File: src/rtl/instruction_cache.sv
// Direct-mapped, read-only instruction cache with whole-line refill over a
// single-outstanding valid/ready word interface and a full-invalidate flush.
module instruction_cache #(
  parameter int ADDR_WIDTH   = 17,
  parameter int INST_WIDTH   = 32,
  parameter int INDEX_WIDTH  = 4,
  parameter int OFFSET_WIDTH = 2
) (
  input  logic                  clk,
  input  logic                  rst,
  input  logic                  rdy,
  input  logic                  flush,
  input  logic                  read_valid,
  input  logic [ADDR_WIDTH-1:0] read_addr,
  output logic                  read_done,
  output logic [INST_WIDTH-1:0] read_data,
  output logic                  mem_req_valid,
  output logic [ADDR_WIDTH-1:0] mem_req_addr,
  input  logic                  mem_req_ready,
  input  logic                  mem_resp_valid,
  input  logic [INST_WIDTH-1:0] mem_resp_data
);
  localparam int TAG_WIDTH = ADDR_WIDTH - 2 - OFFSET_WIDTH - INDEX_WIDTH;
  localparam int LINES     = 1 << INDEX_WIDTH;
  localparam int WORDS     = 1 << OFFSET_WIDTH;

  typedef enum logic [2:0] {IDLE, REQ, WAIT, DONE, DRAIN} state_t;

  state_t                  state, state_nx;
  logic [OFFSET_WIDTH-1:0] cnt, cnt_nx;
  logic [ADDR_WIDTH-1:0]   addr_q;
  logic [LINES-1:0]        line_vld;
  logic [TAG_WIDTH-1:0]    tag_mem  [LINES];
  logic [INST_WIDTH-1:0]   data_mem [LINES][WORDS];

  logic [TAG_WIDTH-1:0]    req_tag, cur_tag;
  logic [INDEX_WIDTH-1:0]  req_idx, cur_idx;
  logic [OFFSET_WIDTH-1:0] req_off, cur_off;
  logic                    hit, req_fire, fill_we, accept;

  assign req_tag  = read_addr[ADDR_WIDTH-1 -: TAG_WIDTH];
  assign req_idx  = read_addr[2+OFFSET_WIDTH +: INDEX_WIDTH];
  assign req_off  = read_addr[2 +: OFFSET_WIDTH];
  assign cur_tag  = addr_q[ADDR_WIDTH-1 -: TAG_WIDTH];
  assign cur_idx  = addr_q[2+OFFSET_WIDTH +: INDEX_WIDTH];
  assign cur_off  = addr_q[2 +: OFFSET_WIDTH];
  assign hit      = line_vld[req_idx] && (tag_mem[req_idx] == req_tag);
  assign req_fire = mem_req_valid && mem_req_ready;
  assign accept   = (state == IDLE) && read_valid && !flush;

  always_comb begin
    state_nx = state;
    cnt_nx   = cnt;
    fill_we  = 1'b0;
    unique case (state)
      IDLE: if (read_valid) begin
        state_nx = hit ? DONE : REQ;
        cnt_nx   = '0;
      end
      REQ:  if (req_fire) state_nx = WAIT;
      WAIT: if (mem_resp_valid) begin
        fill_we = 1'b1;
        if (&cnt) state_nx = DONE;
        else begin
          cnt_nx   = cnt + 1'b1;
          state_nx = REQ;
        end
      end
      DONE:  state_nx = IDLE;
      DRAIN: if (mem_resp_valid) state_nx = IDLE;
      default: state_nx = IDLE;
    endcase
    // A flush must still swallow the response of any request already accepted.
    if (flush) begin
      fill_we = 1'b0;
      if ((state == WAIT && !mem_resp_valid) || (state == REQ && req_fire) ||
          (state == DRAIN && !mem_resp_valid))
        state_nx = DRAIN;
      else
        state_nx = IDLE;
    end
  end

  always_ff @(posedge clk) begin
    if (rst) begin
      state         <= IDLE;
      cnt           <= '0;
      line_vld      <= '0;
      read_done     <= 1'b0;
      read_data     <= '0;
      mem_req_valid <= 1'b0;
      mem_req_addr  <= '0;
      addr_q        <= '0;
    end else if (rdy) begin
      state         <= state_nx;
      cnt           <= cnt_nx;
      read_done     <= (state_nx == DONE);
      mem_req_valid <= (state_nx == REQ);
      if (accept) addr_q <= read_addr;
      if (state_nx == REQ) begin
        if (state == IDLE) mem_req_addr <= {req_tag, req_idx, cnt_nx, 2'b00};
        else               mem_req_addr <= {cur_tag, cur_idx, cnt_nx, 2'b00};
      end
      if (accept && hit)
        read_data <= data_mem[req_idx][req_off];
      else if (fill_we && cnt == cur_off)
        read_data <= mem_resp_data;
      if (flush)
        line_vld <= '0;
      else if (fill_we && (&cnt))
        line_vld[cur_idx] <= 1'b1;
    end
  end

  // Arrays carry no reset; the valid bits alone decide what is usable.
  always_ff @(posedge clk) begin
    if (!rst && rdy && fill_we) begin
      data_mem[cur_idx][cnt] <= mem_resp_data;
      if (&cnt) tag_mem[cur_idx] <= cur_tag;
    end
  end

endmodule

File: config.mk
export PLATFORM = sky130hd
export DESIGN_NAME = instruction_cache
export DESIGN_NICKNAME = d
export VERILOG_FILES = /design/src/rtl/instruction_cache.sv
export SDC_FILE = /design/constraint.sdc
export NUM_CORES = 2
export LEC_CHECK = 0
export BUFFER_PORTS_ARGS = -buffer_cell sky130_fd_sc_hd__buf_2
export CAP_MARGIN = 10
export CORE_UTILIZATION = 33
export CTS_CLUSTER_DIAMETER = 30
export CTS_CLUSTER_SIZE = 20
export DETAILED_ROUTE_END_ITERATION = 8
export PLACE_DENSITY = 0.53
export SKIP_CTS_REPAIR_TIMING = 1
export SLEW_MARGIN = 10
export SYNTH_ARGS = -nofsm -noshare
export SYNTH_HDL_FRONTEND = slang
export SYNTH_SLANG_ARGS = --single-unit
File: constraint.sdc
create_clock -name clk -period 10.4 [get_ports clk]
set_input_delay 0 -clock clk [delete_from_list [all_inputs] [get_ports clk]]
set_output_delay 0 -clock clk [all_outputs]
set_load 0.01 [all_outputs]
After elaboration in Yosys (flattened, before gate mapping)
Memories as Yosys holds them, arrays and structs flattened.
Cells that the tools add are included.
{"block": "word_totals", "ff_bits": 89, "mem_bits_rw": 2192, "out_inout_bits": 51, "elab_cells": 89, "n_memories": 2}
{"memory": "data_mem", "words": 16, "width": 128, "read_ports": 1, "rd_ports_with_merged_regs": 0, "write_ports": 1, "line_no": "34", "text": "logic [INST_WIDTH-1:0] data_mem [LINES][WORDS];"}
{"memory": "tag_mem", "words": 16, "width": 9, "read_ports": 1, "rd_ports_with_merged_regs": 0, "write_ports": 1, "line_no": "33", "text": "logic [TAG_WIDTH-1:0] tag_mem [LINES];"}
{"block": "classes", "add_sub_neg": 1, "n_lt_le_gt_ge": 6, "n_eq_ne": 7, "muxes": 35, "bitwise_logic": 3, "reduce_logical": 27}
{"operator": "32-bit 2-to-1 mux", "count": 5}
{"operator": "128-bit 2-to-1 mux", "count": 1}
{"operator": "32-bit binary-select mux with 2-bit select", "count": 1}
{"operator": "32-bit demux with 2-bit select", "count": 1}
{"operator": "16-bit 2-to-1 mux", "count": 2}
{"operator": "3-bit 2-to-1 mux", "count": 6}
{"operator": "17-bit 2-to-1 mux", "count": 1}
{"operator": "16-bit OR", "count": 1}
{"operator": "1-bit logical AND", "count": 14}
{"operator": "3-bit one-hot mux with 4 select lines", "count": 1}
{"operator": "4-bit by 5-bit < comparator with 1-bit output, second input constant", "count": 2}
{"operator": "2-bit 2-to-1 mux", "count": 5}
{"operator": "2-bit AND reduction", "count": 5}
{"operator": "9-bit equality test", "count": 1}
{"operator": "1-bit 2-to-1 mux", "count": 9}
{"operator": "3-bit by 1-bit equality test with 1-bit output, second input constant", "count": 2}
{"operator": "3-bit by 2-bit equality test with 1-bit output, second input constant", "count": 2}
{"operator": "3-bit greater-or-equal comparator, second input constant", "count": 2}
{"operator": "2-bit NOT with 3-bit output", "count": 2}
{"operator": "1-bit binary-select mux with 4-bit select", "count": 1}
{"operator": "1-bit demux with 4-bit select", "count": 1}
{"operator": "4-bit by 1-bit greater-or-equal comparator with 1-bit output, second input constant", "count": 1}
{"operator": "2-bit one-hot mux with 2 select lines", "count": 1}
{"operator": "2-bit nonzero test", "count": 2}
{"operator": "other kinds (7)", "count": 10}

Logic depth before layout (Yosys ltp)
{"block": "depth", "word_depth": 9, "mapped_depth": 14}

Least setup slack after synthesis
No wires, ideal clock.
{"block": "synth_path", "path_type": "flip-flop to flip-flop", "start": "register state[2]", "end": "memory data_mem[15][0] (netlist name), enable pin", "setup_time_ns": 0.440, "t_arrival_ns": 3.153, "required_time_ns": 9.960, "slack_ns": 6.807, "stages_incl_launch_ff": 8, "n_path_buf": 2, "period_less_slack_ns": 3.593, "cell_sequence": "dfxtp_1 > clkbuf_1 > nor2_1 > and3_1 > and2_1 > nand4b_1 > clkbuf_1 > nor2_1"}
{"block": "synth_via", "elab_chain_len": 6}
{"element": "from (decl)", "line_no": "29", "text": "state_t state, state_nx;"}
{"element": "from (signal assigned)", "line_no": "95", "text": "state <= state_nx;"}
{"element": "3-bit by 2-bit equality test with 1-bit output", "line_no": "55", "text": "unique case (state)"}
{"element": "1-bit 2-to-1 mux", "line_no": "55"}
{"element": "1-bit 2-to-1 mux", "line_no": "74", "text": "if (flush) begin"}
{"element": "1-bit logical AND", "line_no": "117", "text": "if (!rst && rdy && fill_we) begin"}
{"element": "1-bit 2-to-1 mux", "line_no": "117"}
{"element": "128-bit 2-to-1 mux (not written as such)", "line_no": "118", "text": "data_mem[cur_idx][cnt] <= mem_resp_data;"}
{"element": "to (decl)", "line_no": "34"}
No other way between the ends.

Final worst setup path
{"block": "layout_path", "start": "input read_addr[6]", "end": "register read_data[5]"}
{"block": "layout_via", "elab_chain_len": 6, "word_cells_on_any_way": 13, "classes_between": "eq/ne (1); mux (6); reduce/logical (4); memory (2)"}
{"element": "from (decl)", "line_no": "14", "text": "input logic [ADDR_WIDTH-1:0] read_addr,"}
{"element": "memory 16 x 9 bit / 1-bit binary-select mux with 4-bit select (equally long branches)"}
{"element": "9-bit equality test / 1-bit 2-to-1 mux (equally long branches)", "line_no": "47", "text": "assign hit = line_vld[req_idx] && (tag_mem[req_idx] == req_tag);"}
{"element": "1-bit logical AND", "line_no": "47"}
{"element": "1-bit logical AND", "line_no": "104", "text": "if (accept && hit)"}
{"element": "2-bit nonzero test (no line)"}
{"element": "2-bit AND reduction (no line)"}
{"element": "to (signal assigned)", "line_no": "105", "text": "read_data <= data_mem[req_idx][req_off];"}
{"element": "to (signal assigned)", "line_no": "107", "text": "read_data <= mem_resp_data;"}
{"element": "to (decl)", "line_no": "16", "text": "output logic [INST_WIDTH-1:0] read_data,"}
Several ways; a longest one is shown, not always the timed one. The select of a mux whose other input is x is not followed.
A chain may end at the register's enable or synchronous reset.

==> flow_metrics.py <==
metrics = {
    "critical_path": {
        "crit_fanout": 47,
        "crit_end": "read_data[5]",
        "timing.reg2reg.worst_path_depth": 11,
        "crit_required_ns": 11.26,
        "crit_arrival_ns": 6.13,
        "end_kind": "register",
        "r2r-start": "tag_mem[12][7]",
        "worst-r2r-setup-slack_ns": 5.75,
        "start_kind": "primary input",
        "critPathKind": "primary input to register",
        "r2r_end": "read_data[5]",
        "startpoint": "read_addr[6]",
    },
    "placed_design": {
        "port_buffers": 102,
        "hpwlAfterDp_um": 113000,
        "gp_congestion": 0.734,
        "place_ws_ns": 4.84,
        "placed_cell_area_sq_mm": 0.0931,
        "dp.cells": 7303,
    },
    "pwr": {
        "p_per_area_mw_per_mm2": 233,
        "p_leak_uw": 0.0352,
        "ir_drop_uv": 194,
    },
    "synthesis": {
        "synth_edf_count": 2192,
        "synthArstFlopShare_pct": 0,
        "syn_area_sq_mm": 0.0876,
        "ys_warn_count": 0,
        "yosysTopAreaCell": "edfxtp_1",
        "netlist_top_cells_count": "edfxtp_1, mux4_2, clkbuf_1",
        "ys_types": 57,
        "yosys-top-cells-area": "edfxtp_1, mux4_2, dfxtp_1",
        "ys_seq_area_share_pct": 77.0,
        "yosysTopAreaCellShare_pct": 75.1,
        "ys_ff_latch": 2277,
        "synth_ff_type": "edfxtp_1",
        "yosysMostFrequentCell": "edfxtp_1",
        "synth_area_per_cell_sq_um": 23.1,
        "netlist_instances": 3793,
    },
    "layout": {
        "drive_gt1_share_pct": 36.5,
        "utilization_pct": 41.6,
        "nets": 4397,
        "area_delta_synth_final_pct": 25.0,
        "multi_input_area_sq_mm": 0.0196,
        "fin_cells": 8250,
        "final_cell_area_sq_mm": 0.110,
        "ff_latch_area_sq_mm": 0.0675,
        "fillCellCount": 22800,
    },
    "drt": {
        "drt-met1-wl_um": 97600,
        "dr.max_layer_used": "met5",
        "vias": 42900,
        "wire_per_inst_um": 28.5,
        "first_pass_iters": 6,
        "drc": 0,
        "dr_wl_met2_um": 116000,
        "wirelength_um": 235000,
        "route.met3.wl_um": 15600,
        "via_per_inst": 5.20,
        "drtIter0Drc": 4262,
        "antenna_left": 0,
    },
    "global_route": {
        "grt_max_degree": 121,
        "first_global_vias": 44600,
        "grt_usage_pct": 17.6,
        "antenna_found_initial": 7,
        "grt_overflow": 0,
        "grt_pass1_wl_um": 332000,
    },
    "sta": {
        "report.final.slew_viol_count": 0,
        "clock_skew_ns": 0.0544,
        "hold_ws_ns": -0.00193,
        "finalSetupTns_ns": 0,
        "slew_headroom_pct": 14.0,
        "hold_viol": 1,
        "worst_slew_pin_slew_ns": 1.29,
        "fmax_mhz": 190,
        "setup_viol": 0,
        "final.period_utilization_pct": 50.6,
        "rsz0062_at_grt": "no",
        "period_needed_ns": 5.27,
        "setup_slack_ns": 5.13,
    },
    "floorplan": {
        "die_y_um": 517,
        "row_count": 188,
        "dieWidth_um": 517,
        "start_util_pct": 33.3,
        "num_io_pins": 107,
        "die_area_sq_mm": 0.268,
        "coreArea_sq_mm": 0.263,
    },
    "clock_tree": {
        "ctsLongestPathBuffers": 4,
        "h-tree-depth": 5,
        "clk_pin_slew_ns": 0.05,
        "cts_tree": "yes",
        "cts.sinks": 2277,
        "cts.root.buffer_cell": "clkbuf_16",
        "numCtsBuffers": 474,
        "clkLatencyLatePin_ns": 0.98,
    },
    "status": {
        "status": "complete, but fails checks",
        "failed_checks": "negative hold slack",
    },
    "flow_run": {
        "cap_violations": 0,
    },
    "min_path": {
        "hold_class": "primary input to register",
    },
}
state kept, by name (all words and copies together), names as in the netlist:
name and flops:
read_done 1, addr_q 15, mem_req_valid 1, line_vld 16
mem_req_addr 15, tag_mem 144, read_data 32, cnt 2
state 3, data_mem 2048
cells by family (layout without fill, tap and decap cells):
kind of cell / Yosys count / after routing / synth area share [%]
other cells: 1 / 8 / 0.00428
xor+xnor: 11 / 11 / 0.110
mux: 720 / 720 / 17.8
simple gates: 278 / 278 / 1.63
flops: 2277 / 2277 / 77.0
buf+inv: 241 / 1176 / 1.17
compound gates: 265 / 265 / 2.28
power by group:
part	internal [uW]	switching, uW
Combinational	339	512
Sequential	10100	10.7
Clock	9840	4720
Total	20300	5250
routing by layer:
| layer | vias up | GRT usage (%) |
|---|---|---|
| met2 | 1614 | 28.7 |
| met4 | 4 | 5.56 |
| li1 | 17600 | - |
| met3 | 344 | 3.56 |
| met1 | 23300 | 23.5 |
| met5 | - | 0 |
placed cells by master (no fill, tap or decap), types with 4 or more instances in the layout:
cell type / count
nor2b_1: 11
dfxtp_1: 85
clkbuf_16: 478
a221o_1: 29
mux4_2: 664
clkinv_4: 25
buf_2: 93
clkbuf_8: 5
nor2_1: 40
mux2_2: 11
a211oi_2: 10
nand3_1: 15
clkinv_2: 92
diode_2: 6
clkbuf_1: 59
o22ai_1: 6
nand2_1: 49
bufinv_16: 60
nor2_4: 65
clkinvlp_4: 48
xnor2_1: 4
xor2_1: 7
o21ai_0: 12
nor3b_1: 58
clkinv_1: 69
o21a_1: 17
nand2b_1: 11
mux2i_1: 43
edfxtp_1: 2192
a22oi_1: 65
a22o_1: 33
inv_1: 5
a21oi_1: 51
buf_8: 4
dlygate4sd3_1: 77
inv_6: 25
a211oi_1: 25
nor3_1: 6
buf_4: 130
per-stage QoR:
| step | power, uW | hold WS (ns) |
|---|---|---|
| floorplan | 10700 | 0.0989 |
| global placement | 11100 | 0.294 |
| detailed placement | 11100 | 0.288 |
| CTS | 25700 | -0.747 |
| global route | 26200 | 0.000515 |
| finish | 25500 | -0.00193 |
worst min path at each step:
stage | from | end | slack [ns] | cells past startpoint
after floorplan | mem_resp_data[0] | data_mem[0][0] | 0.1 | 0
after global placement | read_addr[13] | addr_q[13] | 0.29 | 3
after detailed placement | read_addr[16] | addr_q[16] | 0.29 | 3
after CTS | read_addr[16] | addr_q[16] | -0.75 | 3
after global routing | read_addr[7] | addr_q[7] | 0.0005 | 4
final | read_addr[4] | addr_q[4] | -0.002 | 4
area by class of cell:
class                      instances  area share (%)
sequential                      2277            61.7
multi-input combinational       1276            17.9
clock buffer                     542            11.2
tap                             3515            4.02
clock inverter                   322            3.07
timing repair buffer             307            2.13
inverter                           5          0.0171
antenna                            6          0.0137
critical path: stages:
cell and delay (ns):
dlygate4sd3_1 0.56, buf_8 0.45, buf_4 0.88, nor2_1 0.33
a22o_1 0.33, o21a_1 0.19, o31a_1 0.29, or4b_1 0.57
nor4_4 0.16, buf_4 0.50, nand2b_1 0.45, buf_4 0.38
a221o_1 0.36, dlygate4sd3_1 0.55
No activity file was read; power rests on OpenSTA's default activity.
